--- src/rtl/demux2_buf.sv ---
// +----------------------------------------------------------------------------+
// | Module   : demux2_buf                                                      |
// | Purpose  : Routes one valid/ready stream into two independent FIFO queues. |
// | Revision : 1.0 - initial release                                           |
// +----------------------------------------------------------------------------+
`default_nettype none

module demux2_buf #(
  parameter int W     = 4,
  parameter int DEPTH = 2
) (
  input  logic                     clk,
  input  logic                     rst,
  input  logic                     in_valid,
  output logic                     in_ready,
  input  logic [W-1:0]             in_data,
  input  logic                     adr,
  output logic                     y0_valid,
  input  logic                     y0_ready,
  output logic [W-1:0]             y0,
  output logic [$clog2(DEPTH):0]   y0_count,
  output logic                     y1_valid,
  input  logic                     y1_ready,
  output logic [W-1:0]             y1,
  output logic [$clog2(DEPTH):0]   y1_count
);

  localparam int c_AW = $clog2(DEPTH);
  localparam int c_CW = c_AW + 1;

  logic w_accept;

  // Ready depends only on the addressed queue's occupancy, never on a pop.
  assign in_ready = adr ? ~g_queue[1].w_full : ~g_queue[0].w_full;
  assign w_accept = in_valid & in_ready;

  for (genvar g = 0; g < 2; g++) begin : g_queue
    logic [W-1:0]    r_mem [DEPTH];
    logic [c_AW-1:0] r_rptr;
    logic [c_AW-1:0] r_wptr;
    logic [c_CW-1:0] r_count;
    logic            w_rdy;
    logic            w_push;
    logic            w_pop;
    logic            w_full;
    logic [W-1:0]    w_head;

    assign w_rdy  = (g == 0) ? y0_ready : y1_ready;
    assign w_push = w_accept & (adr == 1'(g));
    assign w_pop  = (r_count != '0) & w_rdy;
    assign w_full = (r_count == c_CW'(DEPTH));
    assign w_head = r_mem[r_rptr];

    always_ff @(posedge clk or posedge rst) begin
      if (rst) begin
        r_rptr  <= '0;
        r_wptr  <= '0;
        r_count <= '0;
      end else begin
        if (w_push) r_wptr <= r_wptr + 1'b1;
        if (w_pop)  r_rptr <= r_rptr + 1'b1;
        case ({w_push, w_pop})
          2'b10:   r_count <= r_count + 1'b1;
          2'b01:   r_count <= r_count - 1'b1;
          default: r_count <= r_count;
        endcase
      end
    end

    // Storage is left uncleared by reset; only pointers define validity.
    always_ff @(posedge clk) begin
      if (w_push) r_mem[r_wptr] <= in_data;
    end
  end

  assign y0_valid = (g_queue[0].r_count != '0);
  assign y0       = g_queue[0].w_head;
  assign y0_count = g_queue[0].r_count;
  assign y1_valid = (g_queue[1].r_count != '0);
  assign y1       = g_queue[1].w_head;
  assign y1_count = g_queue[1].r_count;

endmodule

`default_nettype wire

--- config.mk ---
export PLATFORM = sky130hd
export DESIGN_NAME = demux2_buf
export DESIGN_NICKNAME = d
export VERILOG_FILES = /design/src/rtl/demux2_buf.sv
export SDC_FILE = /design/constraint.sdc
export NUM_CORES = 1
export LEC_CHECK = 0
export BUFFER_PORTS_ARGS = -buffer_cell sky130_fd_sc_hd__buf_2
export CAP_MARGIN = 20
export CORE_MARGIN = 8
export CORE_UTILIZATION = 45
export DETAILED_ROUTE_END_ITERATION = 8
export PLACE_DENSITY_LB_ADDON = 0.3
export SETUP_SLACK_MARGIN = 0.5
export SYNTH_ARGS = -nofsm -noshare
export SYNTH_HDL_FRONTEND = slang
export SYNTH_SLANG_ARGS = --single-unit
--- constraint.sdc ---
create_clock -name clk -period 1.47 [get_ports clk]
set_input_delay 0.0735 -clock clk [delete_from_list [all_inputs] [get_ports clk]]
set_output_delay 0.0735 -clock clk [all_outputs]
set_load 0.01 [all_outputs]
==> metrics.csv <==
stage,metric,value,unit
global_routing,gr ovfl total,0,
worst_setup_path,Worst setup EP type,flip-flop,
timing,RSZ-0062 raised after global routing,yes,
floorplan,I/O pins,25,
drt,antenna-violating nets left,0,
global_routing,total track usage,10.2,%
synth,count of cell types in the netlist,13,
power_and_ir_drop,switching share of total power,31.7,%
global_routing,vias in the first global route,727,
synth,"Seq/Total Area, Yosys",68.3,%
power_and_ir_drop,Design Power,3.13,mW
drt,DR iter-0 viols,4,
clock_tree,clock slew at reported path FFs,0.12,ns
timing,worst slew pin tran,0.320,ns
timing,Setup WS post-layout,-0.0741,ns
power_and_ir_drop,VDD IR-drop max,0.00147,V
power_and_ir_drop,sw power,993,µW
timing,Final Hold Vio Count,0,
flow_run,max_cap viols,0,
global_routing,initial antenna violation count,0,
drt,drt first pass iters,3,
run_status,status,"complete, but fails checks",
synth,Mapped Area,997,µm²
run_status,failing checks,negative setup slack,
cells_and_area,Antenna Cells,0,
placed_design,quantity of I/O buffers inserted on ports,24,
synth,YS warnings,0,
drt,vias,644,
worst_setup_path,kind of critical path,flip-flop to flip-flop,
clock_tree,Root Buffer Master,clkbuf_4,
timing,fraction of the cycle the final worst path needs,105,%
timing,final max-slew violation count,0,
drt,wire per inst,14.2,µm
placed_design,GPL Wtd Cong,0.675,
power_and_ir_drop,Reg power frac,35.3,%
global_routing,GRT met1 Usage,10.5,%
power_and_ir_drop,total internal power,2.14,mW
clock_tree,Skew-Pair Late Insertion Delay,0.31,ns
clock_tree,CTS tree,done,
floorplan,Core ar.,2150,µm²
floorplan,initial core utilization,46.4,%
global_routing,largest net degree at the start of global routing,14,
power_and_ir_drop,leakage,0.702,nW
drt,Detailed Route WL,2010,µm
floorplan,std cell rows,17,
clock_tree,deepest clock path buffer count,2,
cells_and_area,share of layout cells above drive strength 1,67.3,%
worst_setup_path,kind of start point of the critical path,flip-flop,
global_routing,most used routing layer,met2,
cells_and_area,layout net count,126,
global_routing,met3 usage,3.71,%
clock_tree,H-tree depth,1,
floorplan,DIE AREA,3980,µm²
cells_and_area,Area Overhead vs Synth,63.0,%
timing,worst clock skew,0.00194,ns
global_routing,wire length of the first global-routing pass,3190,µm
timing,minimum clock period,1.54,ns
floorplan,Die W,63.1,µm
timing,Fmax achieved,0.648,GHz
placed_design,Final HPWL DP,1310,µm
power_and_ir_drop,Logic pwr share,55.7,%
timing,final setup violation count,2,
floorplan,height of the die,63.1,µm
clock_tree,CTS Buf Count,3,
synth,syn_nets,74,
timing,slew margin rel.,78.7,%
power_and_ir_drop,clock share of power,9.0,%
timing,TNS Setup,-0.0828,ns
worst_setup_path,Worst EP arrival,1.77,ns
worst_setup_path,CP Max Fanout,4,
power_and_ir_drop,Power Density,1930,nW/µm²
synth,"FF+latch count, synth",24,
hold_path,HP Class,input pin to flip-flop,
worst_setup_path,Critical Path RT,1.70,ns
drt,routed vias/inst,4.57,
global_routing,M2 GR Usage,17.3,%
drt,DRC Markers,0,
clock_tree,Clock Sinks,24,
synth,Avg Inst Size Synth,16.1,µm²
synth,Gate Count Post-Synth,62,
[cell usage in the layout, fill, tap and decap left out]
master,count
dfrtp_2,4
nand2b_4,1
mux2_4,8
nand3_4,1
or2_4,2
xor2_1,4
buf_4,9
buf_2,11
inv_1,3
nand2b_1,1
xnor2_2,4
ha_4,2
nor2_2,1
clkbuf_4,3
nor2_1,1
and2_4,2
xnor2_1,2
dfrtp_1,4
nor2_4,4
nand3b_4,1
buf_6,22
dlygate4sd3_1,5
mux2_2,1
clkinv_1,1
edfxtp_1,16
[per-layer routing]
metal / wire, µm / up-vias
met5: 0 / -
met4: 25 / 0
met3: 126 / 4
met2: 1030 / 21
met1: 827 / 301
li1: - / 318
[path summary, 6_finish.rpt]
kind	start	to	slack, ns	depth (start not counted)
setup / recovery	y0_count[1]	y0_count[1]	-0.07	6
hold / removal	y1_ready	g_queue[1].r_rptr	0.16	4
setup reg to reg	y0_count[1]	y0_count[1]	-0.07	6
hold reg to reg	g_queue[0].r_wptr	g_queue[0].r_wptr	0.55	1
max in group asynchronous	rst	y0_count[0]	0.97	3
min in group asynchronous	rst	y1_count[1]	0.24	3
[power by group through the flow]
stage / Combinational [mW] / Sequential (mW) / Clock, mW
after detailed placement: 0.949 / 1.11 / 0
after floorplan: 0.652 / 1.10 / 0
after global routing: 1.86 / 1.13 / 0.320
final: 1.74 / 1.11 / 0.283
after global placement: 0.932 / 1.10 / 0
after CTS: 1.47 / 1.11 / 0.296
[worst max-delay path: stages (launching register included)]
cell and delay (ns):
dfrtp_1 0.43, or2_4 0.26, and2_4 0.17, ha_4 0.16, xnor2_2 0.13, nor2_2 0.13, xor2_1 0.18
[what timing repair did]
item                                   in CTS  in global routing
hold buffers                                5                  0
pin swaps                                   4                  6
gates resized for setup                    29                  9
setup buffers                              11                  5
setup endpoints to repair                  39                 39
endpoints found under the hold margin      24                  0
[cells by family after synthesis]
kind of cell	Yosys count	synth area share, %
AND/OR/NAND/NOR	14	9.16
buffers and inverters	3	1.13
XOR/XNOR	10	8.78
multiplexers	9	10.2
adder cells (fa/ha/maj)	2	2.51
flip-flops	24	68.3
[Yosys cell counts]
cell       n  area (µm²)
edfxtp_1  16         480
mux2_2     9         101
dfrtp_1    8         200
nor2_1     6        22.5
xnor2_1    6        52.6
xor2_1     4        35.0
inv_1      3        11.3
and2_4     2        17.5
ha_1       2        25.0
nand2b_1   2        12.5
or2_4      2        17.5
nand3_2    1        10.0
nand3b_2   1        11.3
[area by class of cell]
| type | count | area (µm²) |
|---|---|---|
| clock buffers | 3 | 22.5 |
| clock inverters | 1 | 3.75 |
| fillers | 137 | 523 |
| inverters | 3 | 11.3 |
| multi-input cells | 35 | 447 |
| flip-flops and latches | 24 | 686 |
| well taps | 28 | 35.0 |
| repair buffers | 47 | 420 |
[sequential cells by signal, summed over array words and instances (netlist names)]
register / count
g_queue.r_mem: 16
g_queue.r_rptr: 2
g_queue.r_wptr: 2
y0_count: 2
y1_count: 2
[metrics by stage]
step	hold slack, ns	setup WS (ns)	area (µm²)	instances	utilization [%]
after CTS	0.136	-0.000424	1540	136	71.6
after detailed placement	0.0458	0.00952	1240	116	57.8
after global routing	0.156	-0.119	1630	141	75.7
after floorplan	-0.111	0.0262	1070	62	-
final	0.160	-0.0741	1630	141	75.7
after global placement	0.0407	0.0298	1240	116	57.8
Note: power is estimated with default switching activity, not from simulation.
